$ cat src/rtl/cache_arbiter.sv
// Shares one Cache request port between the I-fetch and D load/store sides, with a watchdog
// and saturating hit/miss statistics. Define ARB_ROUND_ROBIN_EN for round-robin arbitration.
`timescale 1ns/1ps
module cache_arbiter #(
   parameter int unsigned TIMEOUT_CYCLES = 256,
   parameter int unsigned COUNT_W        = 16
) (
   input  logic               clk,
   input  logic               reset,
   input  logic               i_req_valid,
   input  logic [31:0]        i_addr,
   output logic               i_req_ready,
   output logic               i_resp_valid,
   input  logic               d_req_valid,
   input  logic [31:0]        d_addr,
   input  logic               d_mem_read,
   input  logic               d_mem_write,
   input  logic [31:0]        d_din,
   output logic               d_req_ready,
   output logic               d_resp_valid,
   output logic [31:0]        resp_dout,
   output logic               resp_is_hit,
   output logic               resp_timeout,
   output logic               cache_is_input_valid,
   output logic [31:0]        cache_addr,
   output logic               cache_mem_read,
   output logic               cache_mem_write,
   output logic [31:0]        cache_din,
   input  logic               cache_is_ready,
   input  logic               cache_is_output_valid,
   input  logic [31:0]        cache_dout,
   input  logic               cache_is_hit,
   output logic [COUNT_W-1:0] hit_count,
   output logic [COUNT_W-1:0] miss_count
);

   localparam int unsigned WdW = $clog2(TIMEOUT_CYCLES + 1);

   localparam logic [1:0] StIdle  = 2'd0;
   localparam logic [1:0] StIssue = 2'd1;
   localparam logic [1:0] StWait  = 2'd2;
   localparam logic [1:0] StResp  = 2'd3;

   logic [1:0]         state_q, state_d;
   logic               grant_d_q;
   logic [31:0]        addr_q, din_q;
   logic               rd_q, wr_q;
   logic [WdW-1:0]     wd_q;
   logic [31:0]        dout_q;
   logic               hit_q, timeout_q;
   logic [COUNT_W-1:0] hit_cnt_q, miss_cnt_q;

   logic grant_any, pick_d, wait_done, wait_abort;

`ifdef ARB_ROUND_ROBIN_EN
   // Side preferred on the next contested grant; starts at D.
   logic prefer_d_q;
   assign pick_d = d_req_valid & (~i_req_valid | prefer_d_q);
`else
   assign pick_d = d_req_valid;
`endif

   assign grant_any = reset & (state_q == StIdle) & cache_is_ready & (i_req_valid | d_req_valid);
   assign d_req_ready = grant_any & pick_d;
   assign i_req_ready = grant_any & ~pick_d;

   // A response on the last allowed WAIT cycle still wins over the abort.
   assign wait_done  = (state_q == StWait) & cache_is_output_valid;
   assign wait_abort = (state_q == StWait) & ~cache_is_output_valid &
                       (wd_q == WdW'(TIMEOUT_CYCLES - 1));

   always_comb begin
      state_d = state_q;
      case (state_q)
         StIdle:  if (grant_any) state_d = StIssue;
         StIssue: state_d = StWait;
         StWait:  if (wait_done || wait_abort) state_d = StResp;
         default: state_d = StIdle;
      endcase
   end

   always_ff @(posedge clk) begin
      if (!reset) begin
         state_q    <= StIdle;
         grant_d_q  <= 1'b0;
         addr_q     <= '0;
         din_q      <= '0;
         rd_q       <= 1'b0;
         wr_q       <= 1'b0;
         wd_q       <= '0;
         dout_q     <= '0;
         hit_q      <= 1'b0;
         timeout_q  <= 1'b0;
         hit_cnt_q  <= '0;
         miss_cnt_q <= '0;
      end else begin
         state_q <= state_d;
         if (grant_any) begin
            grant_d_q <= pick_d;
            addr_q    <= pick_d ? d_addr : i_addr;
            rd_q      <= pick_d ? (d_mem_read & ~d_mem_write) : 1'b1;
            wr_q      <= pick_d & d_mem_write;
            din_q     <= pick_d ? d_din : '0;
         end
         if (state_q == StWait && !wait_done && !wait_abort) wd_q <= wd_q + 1'b1;
         else wd_q <= '0;
         if (wait_done) begin
            dout_q    <= cache_dout;
            hit_q     <= cache_is_hit;
            timeout_q <= 1'b0;
            if (cache_is_hit) begin
               if (~&hit_cnt_q) hit_cnt_q <= hit_cnt_q + 1'b1;
            end else begin
               if (~&miss_cnt_q) miss_cnt_q <= miss_cnt_q + 1'b1;
            end
         end else if (wait_abort) begin
            dout_q    <= '0;
            hit_q     <= 1'b0;
            timeout_q <= 1'b1;
         end
      end
   end

`ifdef ARB_ROUND_ROBIN_EN
   always_ff @(posedge clk) begin
      if (!reset) prefer_d_q <= 1'b1;
      else if (grant_any) prefer_d_q <= ~pick_d;
   end
`endif

   assign cache_is_input_valid = (state_q == StIssue);
   assign cache_addr           = addr_q;
   assign cache_mem_read       = rd_q;
   assign cache_mem_write      = wr_q;
   assign cache_din            = din_q;
   assign i_resp_valid         = (state_q == StResp) & ~grant_d_q;
   assign d_resp_valid         = (state_q == StResp) & grant_d_q;
   assign resp_dout            = dout_q;
   assign resp_is_hit          = hit_q;
   assign resp_timeout         = timeout_q;
   assign hit_count            = hit_cnt_q;
   assign miss_count           = miss_cnt_q;

endmodule

$ cat config.mk
export PLATFORM = sky130hd
export DESIGN_NAME = cache_arbiter
export DESIGN_NICKNAME = d
export VERILOG_FILES = /design/src/rtl/cache_arbiter.sv
export SDC_FILE = /design/constraint.sdc
export NUM_CORES = 1
export LEC_CHECK = 0
export ABC_AREA = 1
export CAP_MARGIN = 25
export CORE_MARGIN = 4
export CORE_UTILIZATION = 42
export DETAILED_ROUTE_END_ITERATION = 10
export GPL_TIMING_DRIVEN = 0
export PLACE_DENSITY = 0.84
export SLEW_MARGIN = 20
export SYNTH_ARGS = -nofsm -noshare
export SYNTH_HDL_FRONTEND = slang
export SYNTH_SLANG_ARGS = --single-unit
$ cat constraint.sdc
create_clock -name clk -period 2.5 [get_ports clk]
set_input_delay 0.75 -clock clk [delete_from_list [all_inputs] [get_ports clk]]
set_output_delay 0.75 -clock clk [all_outputs]
set_load 0.02 [all_outputs]
# Word-level counts from Yosys, hierarchy flattened
# Index checks and enable logic that the tools add are counted.
# totals
input_bits,137
reg_bits,144
output_inout_bits,137
# op_classes
n_reduce_logical,14
n_bitwise,21
muxes,10
add_sub_neg,3
eq_ne,6
# ops
op,n
2-to-1 mux 32 bit,4
"adder 16 x 1 -> 16 bit, second input constant",2
AND reduction 16 bit,2
AND 1 bit,12
"adder 9 x 1 -> 9 bit, second input constant",1
"== test 9 x 8 -> 1 bit, second input constant",1
NOT 1 bit,8
one-hot mux 2 bit (3 select lines),1
AND reduction 3 bit,2
"== test 2 bit, second input constant",2
2-to-1 mux 2 bit,2
AND reduction 2 bit,2
2-to-1 mux 1 bit,3
"== test 2 x 1 -> 1 bit, second input constant",1
logical AND 1 bit,2
logical NOT 1 bit,2
logical NOT 2 bit,1
"inequality test 2 x 1 -> 1 bit, second input constant",1
"inequality test 2 bit, second input constant",1
nonzero test 2 bit,1
OR reduction 2 bit,1
logical OR 1 bit,1
bitwise OR 1 bit,1

# Longest topological paths before layout
# Gate-level depths: netlist of run 1.
# depth
word_depth,6
ltp_mapped,12
depth_no_buf,12

# Worst setup path after synthesis of run 1
# OpenSTA, ideal clock, no wires.
# synth_path
path_type,input port to output port
start,input port reset
end,output port i_req_ready
arrival_ns,1.430
path_stages,6
setup_slack_ns,0.320
path_cell_list,buf_4 -> nand3_2 -> nor2_4 -> nand2_1 -> inv_2 -> buf_4
# synth_via
elab_chain_cells,4
# synth_rtl
item,line,text
from (decl),9,"input logic reset,"
AND 1 bit (3 in series),63,assign grant_any = reset & (state_q == StIdle) & cache_is_ready & (i_req_valid | d_req_valid);
AND 1 bit,65,assign i_req_ready = grant_any & ~pick_d;
to (decl),12,"output logic i_req_ready,"
# Every way passes these cells.

# Worst setup path after layout of run 1
# layout_path
start,input port i_req_valid
end,output port i_req_ready
# layout_via
elab_chain_cells,3
# layout_rtl
item,line,text
from (decl),10,"input logic i_req_valid,"
bitwise OR 1 bit,63,
AND 1 bit,63,
AND 1 bit,65,
# Every way passes these cells.

==> summary.md, run 1 <==
| Metric | Value |
|---|---|
| Number of failing setup endpoints in the final timing report | `0` |
| Setup_tns | `0 ps` |
| Placed instance count | `around 1300` |
| Pleak | `~3.7 nW` |
| Placeable core area | `between 10000 and 15000 sq um` |
| RSZ-0062 raised after global routing | `true` |
| Cell area after synthesis | `around 6000 sq um` |
| Pin slew with the least headroom to its limit | `between 600 and 700 ps` |
| Max-slew headroom | `between 50% and 60%` |
| Wire length per cell | `15.7 um` |
| Sequential area share after synthesis | `between 40% and 50%` |
| Flop and latch count out of synthesis | `around 140` |
| Max Buffers Root-to-Sink | `2` |
| Clock network latency to the later pin of the worst-skew pair | `around 420 ps` |
| Largest area contributor in the netlist | `dfxtp_1` |
| Sink Count | `144` |
| Ratio of routed vias to standard cells | `approximately 4.9` |
| Met2 WL post-DR | `10200 um` |
| Critical path launch point type | `input pin` |
| Starting Density | `between 40% and 50%` |
| Cell variety after synth | `33` |
| Largest net degree at the start of global routing | `17` |
| Crit path cell chain | `clkdlybuf4s50_1 > nor2_2 > nor2_4 > nand2_1 > inv_2 > buf_6 > buf_6` |
| Biggest area contributors in the synthesized netlist | `dfxtp_1, nand2_1, a21oi_1` |
| Die X | `between 100 and 150 um` |
| Number of levels in the clock H-tree | `4` |
| Post-Syn Nets | `slightly below 1000` |
| Highest attainable clock frequency | `~400 MHz` |
| Critical Path Fanout Max | `2` |
| Rows | `43` |
| Via count of the first global-routing pass | `6453` |
| Post-layout instance count excluding filler cells | `1322` |
| Type of destination of the critical path | `output pin` |
| Final setup skew | `about 11 ps` |
| I/O Buffers | `about 270` |
| Most used cell, CP | `buf_6` |
| Cell Pwr Density | `between 600 and 700 nW/um^2` |
| Highest metal used | `met4` |
| Most frequent standard cell in the layout excluding fill and tap cells | `nand2_1` |
| Number of max-cap violations | `0` |
| Number of synthesized flops with an enable pin | `0` |
| Launch instance of the worst register-to-register path | `wd_q[0]` |
| Type of the setup path with the least slack | `input pin to output pin` |
| Layout Utilization | `a little under 70%` |
| First-pass DRT Iterations | `5` |
| Via Count | `6539` |
| Clock input transition at the sequential cells of the worst setup and hold paths | `about 60 ps` |
| Async SR Flop Fraction | `0%` |
| Run status | `finished, final reports clean` |
| Die H | `128 um` |
| Synthesized instance count | `approximately 830` |
| Post-synth top flop | `dfxtp_1` |
| Largest voltage drop on the vdd net | `approximately 0.45 mV` |
| Clock tree from TritonCTS | `done` |
| Drt drc | `0` |
| Number of violations reported at the end of detailed-routing iteration 0 | `461` |
| Die Outline Area | `about 16000 sq um` |
| Share of final-layout standard cells stronger than drive strength 1 | `8.68%` |
| Master of the slowest instance on the critical path | `clkdlybuf4s50_1` |
| Area share of the leading cell type in the synthesized netlist | `roughly 48%` |
| Endpoint required time on the critical path | `about 1800 ps` |
| Final GP Congestion | `approximately 0.89` |
| Share of the clock period used by the worst path after layout | `99.3%` |
| Global-route wire length before repair | `around 32000 um` |
| HPWL after DPL | `between 15000 and 20000 um` |
| Overflow left after global routing | `0` |
| Total of warnings raised by yosys | `0` |
| Total CTS buffers | `17` |
| Global router's overall resource usage | `between 20% and 30%` |
| Hold_ws | `about 460 ps` |
| Hold Crit Start | `wd_q[0]` |
| Met3 wire length | `1970 um` |
| Mapped Avg Cell Area | `approximately 7.3 sq um` |
| Number of max-slew violations in the final report | `0` |
| # hold bufs at CTS | `0` |
| Worst stage delay on the critical path | `around 420 ps` |
| Final net count | `about 1300` |
| Drt total wl | `between 20000 and 25000 um` |
| Commonest non-fill, non-tap cells in the layout | `nand2_1, clkdlybuf4s50_1, dfxtp_1, a21oi_1, nor2_1` |
| Layout fillers | `~1100` |
| Final hold violation count | `0` |
| CTS root buffer | `clkbuf_16` |
| Final Critical Period | `about 2500 ps` |
| Area growth, synth to finish | `60.7%` |
| Antenna violations before repair | `1` |
| Antenna viol nets, final | `0` |
| Boundary pin count | `between 200 and 300` |
| Arrival @ worst endpoint | `1730 ps` |
| WL met1 | `~8000 um` |
| Worst hold path type | `flip-flop to flip-flop` |
| Launch point of the worst path | `i_req_valid` |
-- report_power, final --
group	leakage, nW	switching, mW	internal [mW]
Sequential	1.17	0.103	2.47
Clock	0.296	0.970	1.68
Combinational	2.23	0.825	0.719
-- repair_timing --
action,in CTS,in global routing
buffers inserted,11,1
pin swaps,2,1
endpoints found under the setup margin,3,3
resized for setup,18,5
-- sequential cells by signal, summed over array words and instances (netlist names) --
signal / flops
miss_count: 16
state_q: 2
cache_addr: 32
resp_dout: 32
cache_mem_read: 1
wd_q: 9
grant_d_q: 1
resp_timeout: 1
hit_count: 16
cache_din: 32
resp_is_hit: 1
cache_mem_write: 1
-- cells in the mapped netlist (4+ instances only) --
master / instances
inv_1: 59
buf_2: 13
nor2_4: 4
buf_1: 4
a22oi_1: 18
nor2_1: 62
buf_4: 7
nand3_1: 35
a21oi_1: 109
a31oi_1: 14
nand2_2: 5
nor2_2: 8
dfxtp_1: 144
clkbuf_1: 11
nor3_1: 5
o21ai_0: 6
buf_6: 7
ha_1: 8
nand2_1: 286
-- logic make-up (layout without fill, tap and decap cells) --
family | count (synthesis) | after routing | synth area share [%]
simple gates | 416 | 416 | 28.4
other cells | 0 | 1 | 0
compound gates | 153 | 153 | 13.9
xor+xnor | 2 | 2 | 0.290
flops | 144 | 144 | 47.7
fa+ha+maj | 8 | 8 | 1.66
buf+inv | 104 | 418 | 8.03
-- final timing paths --
kind	to	slack, ps	depth (start not counted)
max	i_req_ready	20	7
min	wd_q[0]	460	1
max reg2reg	resp_dout[25]	270	10
min reg2reg	wd_q[0]	460	1
-- area by class of cell --
class	instances	area, sq um	share of cell area, %
Multi-Input combinational cell	579	2690	27.7
Clock buffer	20	447	4.60
Sequential cell	144	2880	29.7
Buffer	41	253	2.60
Antenna cell	1	2.50	0.0258
Clock inverter	11	164	1.69
Timing Repair Buffer	284	2820	29.0
Inverter	62	233	2.40
Tap cell	180	225	2.32
-- critical path, delay by kind of cell --
| family | cells | cell delay [ps] |
|---|---|---|
| buf+inv | 4 | 710 |
| simple gates | 3 | 270 |
-- stage by stage --
step / instance area [sq um] / power (mW) / worst slack [ps]
finish: 9710 / 6.77 / 16.9
global route: 9710 / 7.07 / -28.7
CTS: 9690 / 6.81 / 0.393
detailed placement: 8990 / 4.12 / -795
global placement: 8990 / 4.10 / -811
floorplan: 6040 / 3.38 / 320
-- metal layers --
layer	global-route usage, %	up-vias
li1	-	3252
met5	0	-
met1	28.3	2987
met4	9.61	0
met2	42.7	266
met3	10.0	34
Power figures use the tool's default switching activity.
==> run 2, diff against run 1 <==
CTS_CLUSTER_SIZE = 16   (was unset)
==> results of run 2 <==
Final layout, timing and power as in run 1 (identical DEF).
